--- src/rtl/aes_word_loader.sv ---
// Word-stream front end for an AES enc/dec core: assembles key and plaintext, drives the core, captures its results.
// Optional round-trip compare of OUT2 against datain1 when AES_LOOPBACK_CHECK_EN is defined.
module aes_word_loader #(
    parameter int RESULT_LATENCY = 2
) (
    input  logic         clock,
    input  logic         reset,
    input  logic         start,
    input  logic [1:0]   mode_in,
    input  logic         word_valid,
    input  logic [31:0]  word_in,
    output logic         word_ready,
    output logic [127:0] datain1,
    output logic [127:0] k1,
    output logic [191:0] k2,
    output logic [255:0] k3,
    output logic [1:0]   bits,
    input  logic [127:0] OUT1,
    input  logic [127:0] OUT2,
    output logic [127:0] cipher_out,
    output logic [127:0] plain_out,
    output logic         done,
    output logic         busy,
    output logic         mode_err,
    output logic         match
);

    typedef enum logic [1:0] {S_IDLE, S_LOAD_KEY, S_LOAD_DATA, S_WAIT} state_t;

    state_t       r_state;
    state_t       w_state_next;

    logic [1:0]   r_mode;
    logic [255:0] r_key_sr;
    logic [127:0] r_data_sr;
    logic [2:0]   r_key_cnt;
    logic [2:0]   r_data_cnt;
    logic         r_data_full;
    logic [3:0]   r_lat_cnt;
    logic [127:0] r_datain1;
    logic [127:0] r_k1;
    logic [191:0] r_k2;
    logic [255:0] r_k3;
    logic [1:0]   r_bits;
    logic [127:0] r_cipher;
    logic [127:0] r_plain;

    logic [2:0]   w_key_last_idx;
    logic         w_word_ready;
    logic         w_accept;
    logic         w_start_ok;
    logic         w_load_out;
    logic         w_capture;

    // Last key-word index: NK-1 for NK = 4/6/8.
    always_comb begin
        case (r_mode)
            2'd1:    w_key_last_idx = 3'd5;
            2'd2:    w_key_last_idx = 3'd7;
            default: w_key_last_idx = 3'd3;
        endcase
    end

    assign w_start_ok = start && (mode_in != 2'd3);
    assign w_accept   = word_valid && w_word_ready;
    assign w_load_out = (r_state == S_LOAD_DATA) && r_data_full;
    assign w_capture  = (r_state == S_WAIT) && (r_lat_cnt == 4'(RESULT_LATENCY - 1));

    always_ff @(posedge clock) begin
        if (reset) begin
            r_state <= S_IDLE;
        end else begin
            r_state <= w_state_next;
        end
    end

    always_comb begin
        w_state_next = r_state;
        case (r_state)
            S_IDLE:      if (w_start_ok) w_state_next = S_LOAD_KEY;
            S_LOAD_KEY:  if (w_accept && (r_key_cnt == w_key_last_idx)) w_state_next = S_LOAD_DATA;
            S_LOAD_DATA: if (r_data_full) w_state_next = S_WAIT;
            S_WAIT:      if (w_capture) w_state_next = S_IDLE;
            default:     w_state_next = S_IDLE;
        endcase
    end

    // Status outputs are suppressed while reset is held so an aborted capture cycle never shows done.
    always_comb begin
        w_word_ready = 1'b0;
        busy         = 1'b0;
        done         = 1'b0;
        mode_err     = 1'b0;
        if (!reset) begin
            w_word_ready = (r_state == S_LOAD_KEY) || ((r_state == S_LOAD_DATA) && !r_data_full);
            busy         = (r_state != S_IDLE);
            done         = w_capture;
            mode_err     = (r_state == S_IDLE) && start && (mode_in == 2'd3);
        end
    end

    assign word_ready = w_word_ready;

    always_ff @(posedge clock) begin
        if (reset) begin
            r_mode      <= '0;
            r_key_sr    <= '0;
            r_data_sr   <= '0;
            r_key_cnt   <= '0;
            r_data_cnt  <= '0;
            r_data_full <= 1'b0;
            r_lat_cnt   <= '0;
            r_datain1   <= '0;
            r_k1        <= '0;
            r_k2        <= '0;
            r_k3        <= '0;
            r_bits      <= '0;
            r_cipher    <= '0;
            r_plain     <= '0;
        end else begin
            if ((r_state == S_IDLE) && w_start_ok) begin
                r_mode      <= mode_in;
                r_key_sr    <= '0;
                r_data_sr   <= '0;
                r_key_cnt   <= '0;
                r_data_cnt  <= '0;
                r_data_full <= 1'b0;
            end
            if ((r_state == S_LOAD_KEY) && w_accept) begin
                r_key_sr  <= {r_key_sr[223:0], word_in};
                r_key_cnt <= (r_key_cnt == w_key_last_idx) ? 3'd0 : r_key_cnt + 3'd1;
            end
            if ((r_state == S_LOAD_DATA) && w_accept) begin
                r_data_sr <= {r_data_sr[95:0], word_in};
                if (r_data_cnt == 3'd3) begin
                    r_data_full <= 1'b1;
                end else begin
                    r_data_cnt <= r_data_cnt + 3'd1;
                end
            end
            // The shift registers start cleared, so unused upper key bits come out as zero.
            if (w_load_out) begin
                r_datain1   <= r_data_sr;
                r_k1        <= r_key_sr[127:0];
                r_k2        <= r_key_sr[191:0];
                r_k3        <= r_key_sr;
                r_bits      <= r_mode;
                r_lat_cnt   <= '0;
                r_data_full <= 1'b0;
            end
            if (r_state == S_WAIT) begin
                r_lat_cnt <= r_lat_cnt + 4'd1;
            end
            if (w_capture) begin
                r_cipher <= OUT1;
                r_plain  <= OUT2;
            end
        end
    end

`ifdef AES_LOOPBACK_CHECK_EN
    logic r_match;
    always_ff @(posedge clock) begin
        if (reset) begin
            r_match <= 1'b0;
        end else if (w_capture) begin
            r_match <= (OUT2 == r_datain1);
        end
    end
    assign match = r_match;
`else
    assign match = 1'b0;
`endif

    assign datain1    = r_datain1;
    assign k1         = r_k1;
    assign k2         = r_k2;
    assign k3         = r_k3;
    assign bits       = r_bits;
    assign cipher_out = r_cipher;
    assign plain_out  = r_plain;

endmodule

--- config.mk ---
export PLATFORM = sky130hd
export DESIGN_NAME = aes_word_loader
export DESIGN_NICKNAME = d
export VERILOG_FILES = /design/src/rtl/aes_word_loader.sv
export SDC_FILE = /design/constraint.sdc
export NUM_CORES = 2
export LEC_CHECK = 0
export BUFFER_PORTS_ARGS = -buffer_cell sky130_fd_sc_hd__buf_2
export CORE_AREA = 4 4 489 491
export DETAILED_ROUTE_END_ITERATION = 8
export DIE_AREA = 0 0 493 495
export GPL_TIMING_DRIVEN = 0
export PLACE_DENSITY = 0.31
export SYNTH_ARGS = -nofsm -noshare
export SYNTH_HDL_FRONTEND = slang
export SYNTH_SLANG_ARGS = --single-unit
--- constraint.sdc ---
create_clock -name clock -period 2.3 [get_ports clock]
set_clock_uncertainty 0.1 [all_clocks]
set_input_delay 0.115 -clock clock [delete_from_list [all_inputs] [get_ports clock]]
set_output_delay 0.115 -clock clock [all_outputs]
set_load 0.05 [all_outputs]
* Yosys cells after proc, flatten, opt, wreduce, memory -nomap -nowiden
Cells that the tools add are included.
Word-level totals: bits in registers 1361, bits of input ports 294, word-level logic and storage cells 77
Cells by class: add/sub/neg operators 3, eq/ne operators 14, multiplexer cells 25, reductions and logical operators 20
Operators with widths (number):
- 256-bit two-way mux | 2
- 128-bit two-way mux | 2
- 3-bit two-way mux | 6
- 1-bit logical AND | 11
- 2-bit inequality test (second input constant) | 5
- 2-bit equality test (second input constant) | 4
- 2-bit two-way mux | 4
- 4-bit two-way mux | 2
- 2-bit one-hot mux with 4 select lines | 1
- 2-bit nonzero test | 4
- 1-bit two-way mux | 7
- 3-bit by 1-bit adder with 3-bit output (second input constant) | 2
- 3-bit one-hot mux with 2 select lines | 1
- 4-bit by 1-bit adder with 4-bit output (second input constant) | 1
- 2-bit by 1-bit equality test with 1-bit output (second input constant) | 2
- 4-bit by 1-bit equality test with 1-bit output (second input constant) | 1
- 4-bit AND reduction | 1
- 3-bit by 2-bit equality test with 1-bit output (second input constant) | 1
- 3-bit equality test | 1
- 2-bit zero test | 1
- 2-bit OR reduction | 1
- 1-bit zero test | 1
- 1-bit logical OR | 1

* Longest topological paths before layout
depth in word-level cells 8, depth in mapped cells 9

* Worst setup path after synthesis
Ideal clock, no wire load.
kind register to output, start point register r_state[0], end point output port mode_err, data arrival time 1.728 ns, required time 2.085 ns, setup slack 0.357 ns, cell stages (with the launch flop) 5, cells stage by stage dfxtp_1 > inv_1 > ha_1 > nand2_1 > nor3_1
On the way: word-level cells in the longest chain between the ends 4
Ends and longest elaborated chain:
- from (decl) | RTL line 30 | state_t r_state;
- from (signal assigned) | RTL line 73 | r_state <= w_state_next;
- 2-bit zero test | RTL line 98 | mode_err = (r_state == S_IDLE) && start && (mode_in == 2'd3);
- 1-bit logical AND (2 in a row) | RTL line 98
- 1-bit two-way mux | RTL line 94 | if (!reset) begin
- to (decl) | RTL line 24 | output logic mode_err,
Every way passes these cells.

* Final worst setup path
start point register r_state[1], end point register r_mode[0]
On the way: word-level cells in the longest chain between the ends 2
Ends and longest elaborated chain:
- 2-bit zero test | RTL line 121 | if ((r_state == S_IDLE) && w_start_ok) begin
- 1-bit logical AND | RTL line 121
- to (signal assigned) | RTL line 122 | r_mode <= mode_in;
- to (decl) | RTL line 33 | logic [1:0] r_mode;
Every way passes these cells. A chain may end at the register's enable or synchronous reset.

==> out/results.txt <==
Derived from the worst setup path, the maximum achievable clock frequency is 440 MHz. Across the whole layout, storage elements account for 20900 µm². In this run the critical register-to-register path is captured at r_mode[0]$_SDFFE_PP0P_.

The area of the multi-input gates is 13400 µm². Depth of the worst hold-timing path: 4. Dominant cell by count in the synthesized netlist: sky130_fd_sc_hd__nand2_1.

The region available for standard cell placement spans 235000 µm². Data on the critical path is required at its endpoint by 2.86 ns. The endpoint of the worst hold-timing path is r_state[0]$_SDFFE_PP0P_.

The placer congestion estimate is 0.842, and the final global-route overflow total is 0. Cells fill 24.7% of the core in the end. The die is 493 µm wide.

The run finished with clean final reports. The logs give 0 for the setup-violating endpoint count in the final report and 0.0757 ns for the worst hold margin. In the final routed layout, each cell accounts on average for 23.4 µm. For this block, the routed nets add up to 229 mm of wire. Entering global routing, the biggest net connects 17 pins. The number of global-route vias before repair was 39135. STA classifies the critical path startpoint as a flop. Top fanout value on the critical path: 4. The clock passes through at most 3 buffers. After synthesis the cells add up to 38000 µm². Source of the worst hold timing path: reset. The detailed placement HPWL came out at 183 mm. TritonCTS built the clock tree.

For this run, the leading register cell type out of synthesis is sky130_fd_sc_hd__dfxtp_1. The tools report the number of nets with antenna violations after routing as 0. The number of clock buffers inserted by TritonCTS is 137, and the area after detailed placement is 48300 µm². In the routed layout, each cell is associated on average with a via count of 4.00. The relative area change from synthesis to final layout came out at 52.7%. For this design, the sink count on the clock tree is 1041. In this run the critical register-to-register path is launched from r_state[1]$_SDFFE_PP0P_.

The post-synthesis area per instance is 8.20 µm². The number of iterations in the first detailed-routing pass was 7. The worst-case reg-to-reg path depth works out to 7.

By area the synthesized netlist is led by sky130_fd_sc_hd__dfxtp_1, sky130_fd_sc_hd__nand2_1, sky130_fd_sc_hd__a21oi_1, sky130_fd_sc_hd__buf_4, sky130_fd_sc_hd__a22oi_1. The initial antenna violation count is 31. The count of pins on the block boundary is 1261, and the ratio of final minimum period to clock period is 98.7%.

The worst slew slack as a fraction of its limit was 17.9%; the initial core utilization was 16.2%. In this run the tool buffered the top-level ports with 1258 buffer cells. For the pin with the worst max-slew slack, the measured transition is 1.23 ns. The total via count in the routed design was 39104; the proportion of synthesized flip-flops having asynchronous set or reset was 0%. In this run the static leakage power is 24.4 nW. Fill cells in the final layout number 26235. The number of H-tree levels was 4. The register clock-pin slew on the reported worst setup and hold paths was 0.06 ns. The tools report the number of nets in the layout as 6819. The count of distinct cell types in the synthesized netlist was 35. Counting flops and latches in the post-synthesis netlist gives 1041. The run gives 2511 as the first-iteration detailed-routing DRC count. The root buffer cell chosen for the clock tree is sky130_fd_sc_hd__clkbuf_16.

When the netlist entered floorplanning its net count stood at 4939. After layout, the minimum clock period comes to 2.27 ns. The logs give 0 for the number of endpoints with negative hold slack in the final report and 0 for the final count of pins violating max slew. VDD sags by at most 0.000544 V.

Yosys printed 0 warnings. The total DRC errors in the routed layout is 0, and the sequential cell area fraction in the yosys report is 54.8%. The die height works out to 495 µm. The path class of the lowest-slack min-delay path is primary input to flop. Count of flip-flops with a built-in enable after synthesis: 0. The data arrival time of the critical path came out at 2.83 ns. Counting instances in the post-synthesis netlist gives the leading cell types as sky130_fd_sc_hd__nand2_1, sky130_fd_sc_hd__dfxtp_1, sky130_fd_sc_hd__a21oi_1.

The first global-routing pass estimated 312 mm of wire. Power spread over the standard cell area amounts to 746 nW/µm². Reg-to-reg setup timing slack: 0.03 ns. In the synthesized netlist, the number of instances is 4635. The number of rows in the core area is 178, and the fraction of layout instances using a drive strength above 1 is 30.3%.

With fillers left out, the area of the finished cells amounts to 58100 µm². For the worst-skew pair, the clock arrives at the later sink with an insertion delay of 0.80 ns. Number of max-capacitance violations reported: 0. Summed over all instances, the cell type with the most area after synthesis is sky130_fd_sc_hd__dfxtp_1. The run gives 17.9% as the global-route usage over all layers. Setup repair after global routing could not meet its margin everywhere. The tools report the die area as 244000 µm². The worst setup path is captured at a flop. By startpoint and endpoint, the worst setup path is classified as flop to flop.

Summed over its instances, the top area cell type makes up 54.8% of the synthesized netlist area.
## stage by stage
stage / total power [mW] / setup slack, ns / cells / setup TNS [ns]
final: 43.3 / 0.0292 / 9780 / 0
after global routing: 45.0 / -0.0799 / 9771 / -0.238
after CTS: 44.1 / -0.0596 / 9768 / -0.101
after detailed placement: 21.3 / -1.63 / 9043 / -723.40
after global placement: 21.3 / -1.99 / 9043 / -1176.46
after floorplan: 20.0 / 0.357 / 4635 / 0
## what timing repair did
| item | in CTS | in global routing |
|---|---|---|
| pin swaps | 1 | 3 |
| hold endpoints to repair | 328 | 2 |
| setup endpoints to repair | 1044 | 393 |
| buffers inserted | 7 | 1 |
| gates cloned | 0 | 0 |
| gates resized for setup | 173 | 56 |
| hold buffers | 475 | 2 |
## critical path, stage by stage, from the launching register on
cell,delay (ns)
sky130_fd_sc_hd__dfxtp_4,0.37
sky130_fd_sc_hd__inv_1,0.11
sky130_fd_sc_hd__ha_2,0.22
sky130_fd_sc_hd__nand2_2,0.09
sky130_fd_sc_hd__nor2_1,0.09
sky130_fd_sc_hd__dlygate4sd3_1,0.57
sky130_fd_sc_hd__nor3_1,0.05
sky130_fd_sc_hd__dlygate4sd3_1,0.56
## registers in the layout (all words and copies together), names as in the netlist, 4 cells and up
register,flops
cipher_out,128
r_key_sr,256
k1,127
r_lat_cnt,4
k3,65
plain_out,128
r_data_sr,128
k2,64
datain1,128
## per-layer routing
metal	track usage (%)	vias to the layer above	routed length, µm
met5	0	-	25
met4	4.81	4	6040
met3	3.91	248	12700
met2	30.8	1191	111000
met1	22.6	18877	99500
li1	-	18784	-
## where the power goes
part	internal, mW	switching (mW)	total [mW]
Sequential	18.1	0.121	18.2
Combinational	1.38	2.23	3.61
Clock	12.6	8.86	21.5
Total	32.1	11.2	43.3
## logic make-up after synthesis
| kind of cell | synth area share (%) |
|---|---|
| AND/OR/NAND/NOR | 18.8 |
| AO/OA/AOI/OAI | 15.6 |
| flip-flops | 54.8 |
| buffers and inverters | 10.3 |
| adder cells (fa/ha/maj) | 0.329 |
| multiplexers | 0.105 |
| XOR/XNOR | 0.0461 |
| other | 0.00987 |
## placed cells by master (no fill, tap or decap), drive strengths merged, types with 4 or more instances in the layout
master,count
nor2b,4
a21oi,776
inv,15
clkinv,20
nand2b,5
nand2,1417
dfxtp,1041
bufinv,4
nor3,5
dlygate4sd3,477
a22oi,257
buf,1708
diode,10
nor2,270
mux2i,4
clkbuf,448
ha,10
nand3,132
## how the worst max path moves through the flow
stage	start	endpoint	slack [ns]	cells past startpoint
global route	r_state[1]$_SDFFE_PP0P_	r_mode[0]$_SDFFE_PP0P_	-0.08	7
global placement	reset	plain_out[2]$_SDFFE_PP0P_	-1.99	5
finish	r_state[1]$_SDFFE_PP0P_	r_mode[0]$_SDFFE_PP0P_	0.03	7
floorplan	r_state[0]$_SDFFE_PP0P_	mode_err	0.36	4
CTS	r_state[1]$_SDFFE_PP0P_	done	-0.06	5
detailed placement	r_state[0]$_SDFFE_PP0P_	k1[8]$_SDFFE_PP0P_	-1.63	7
## final cells by class
class / instances / share of cell area [%]
sequential: 1041 / 35.9
multi-input combinational: 2907 / 23.0
timing repair buffer: 1743 / 19.2
buffer: 679 / 7.29
clock buffer: 211 / 6.96
tap: 3150 / 6.79
clock inverter: 33 / 0.698
inverter: 6 / 0.0431
antenna: 10 / 0.0431
Power figures use the tool's default switching activity.
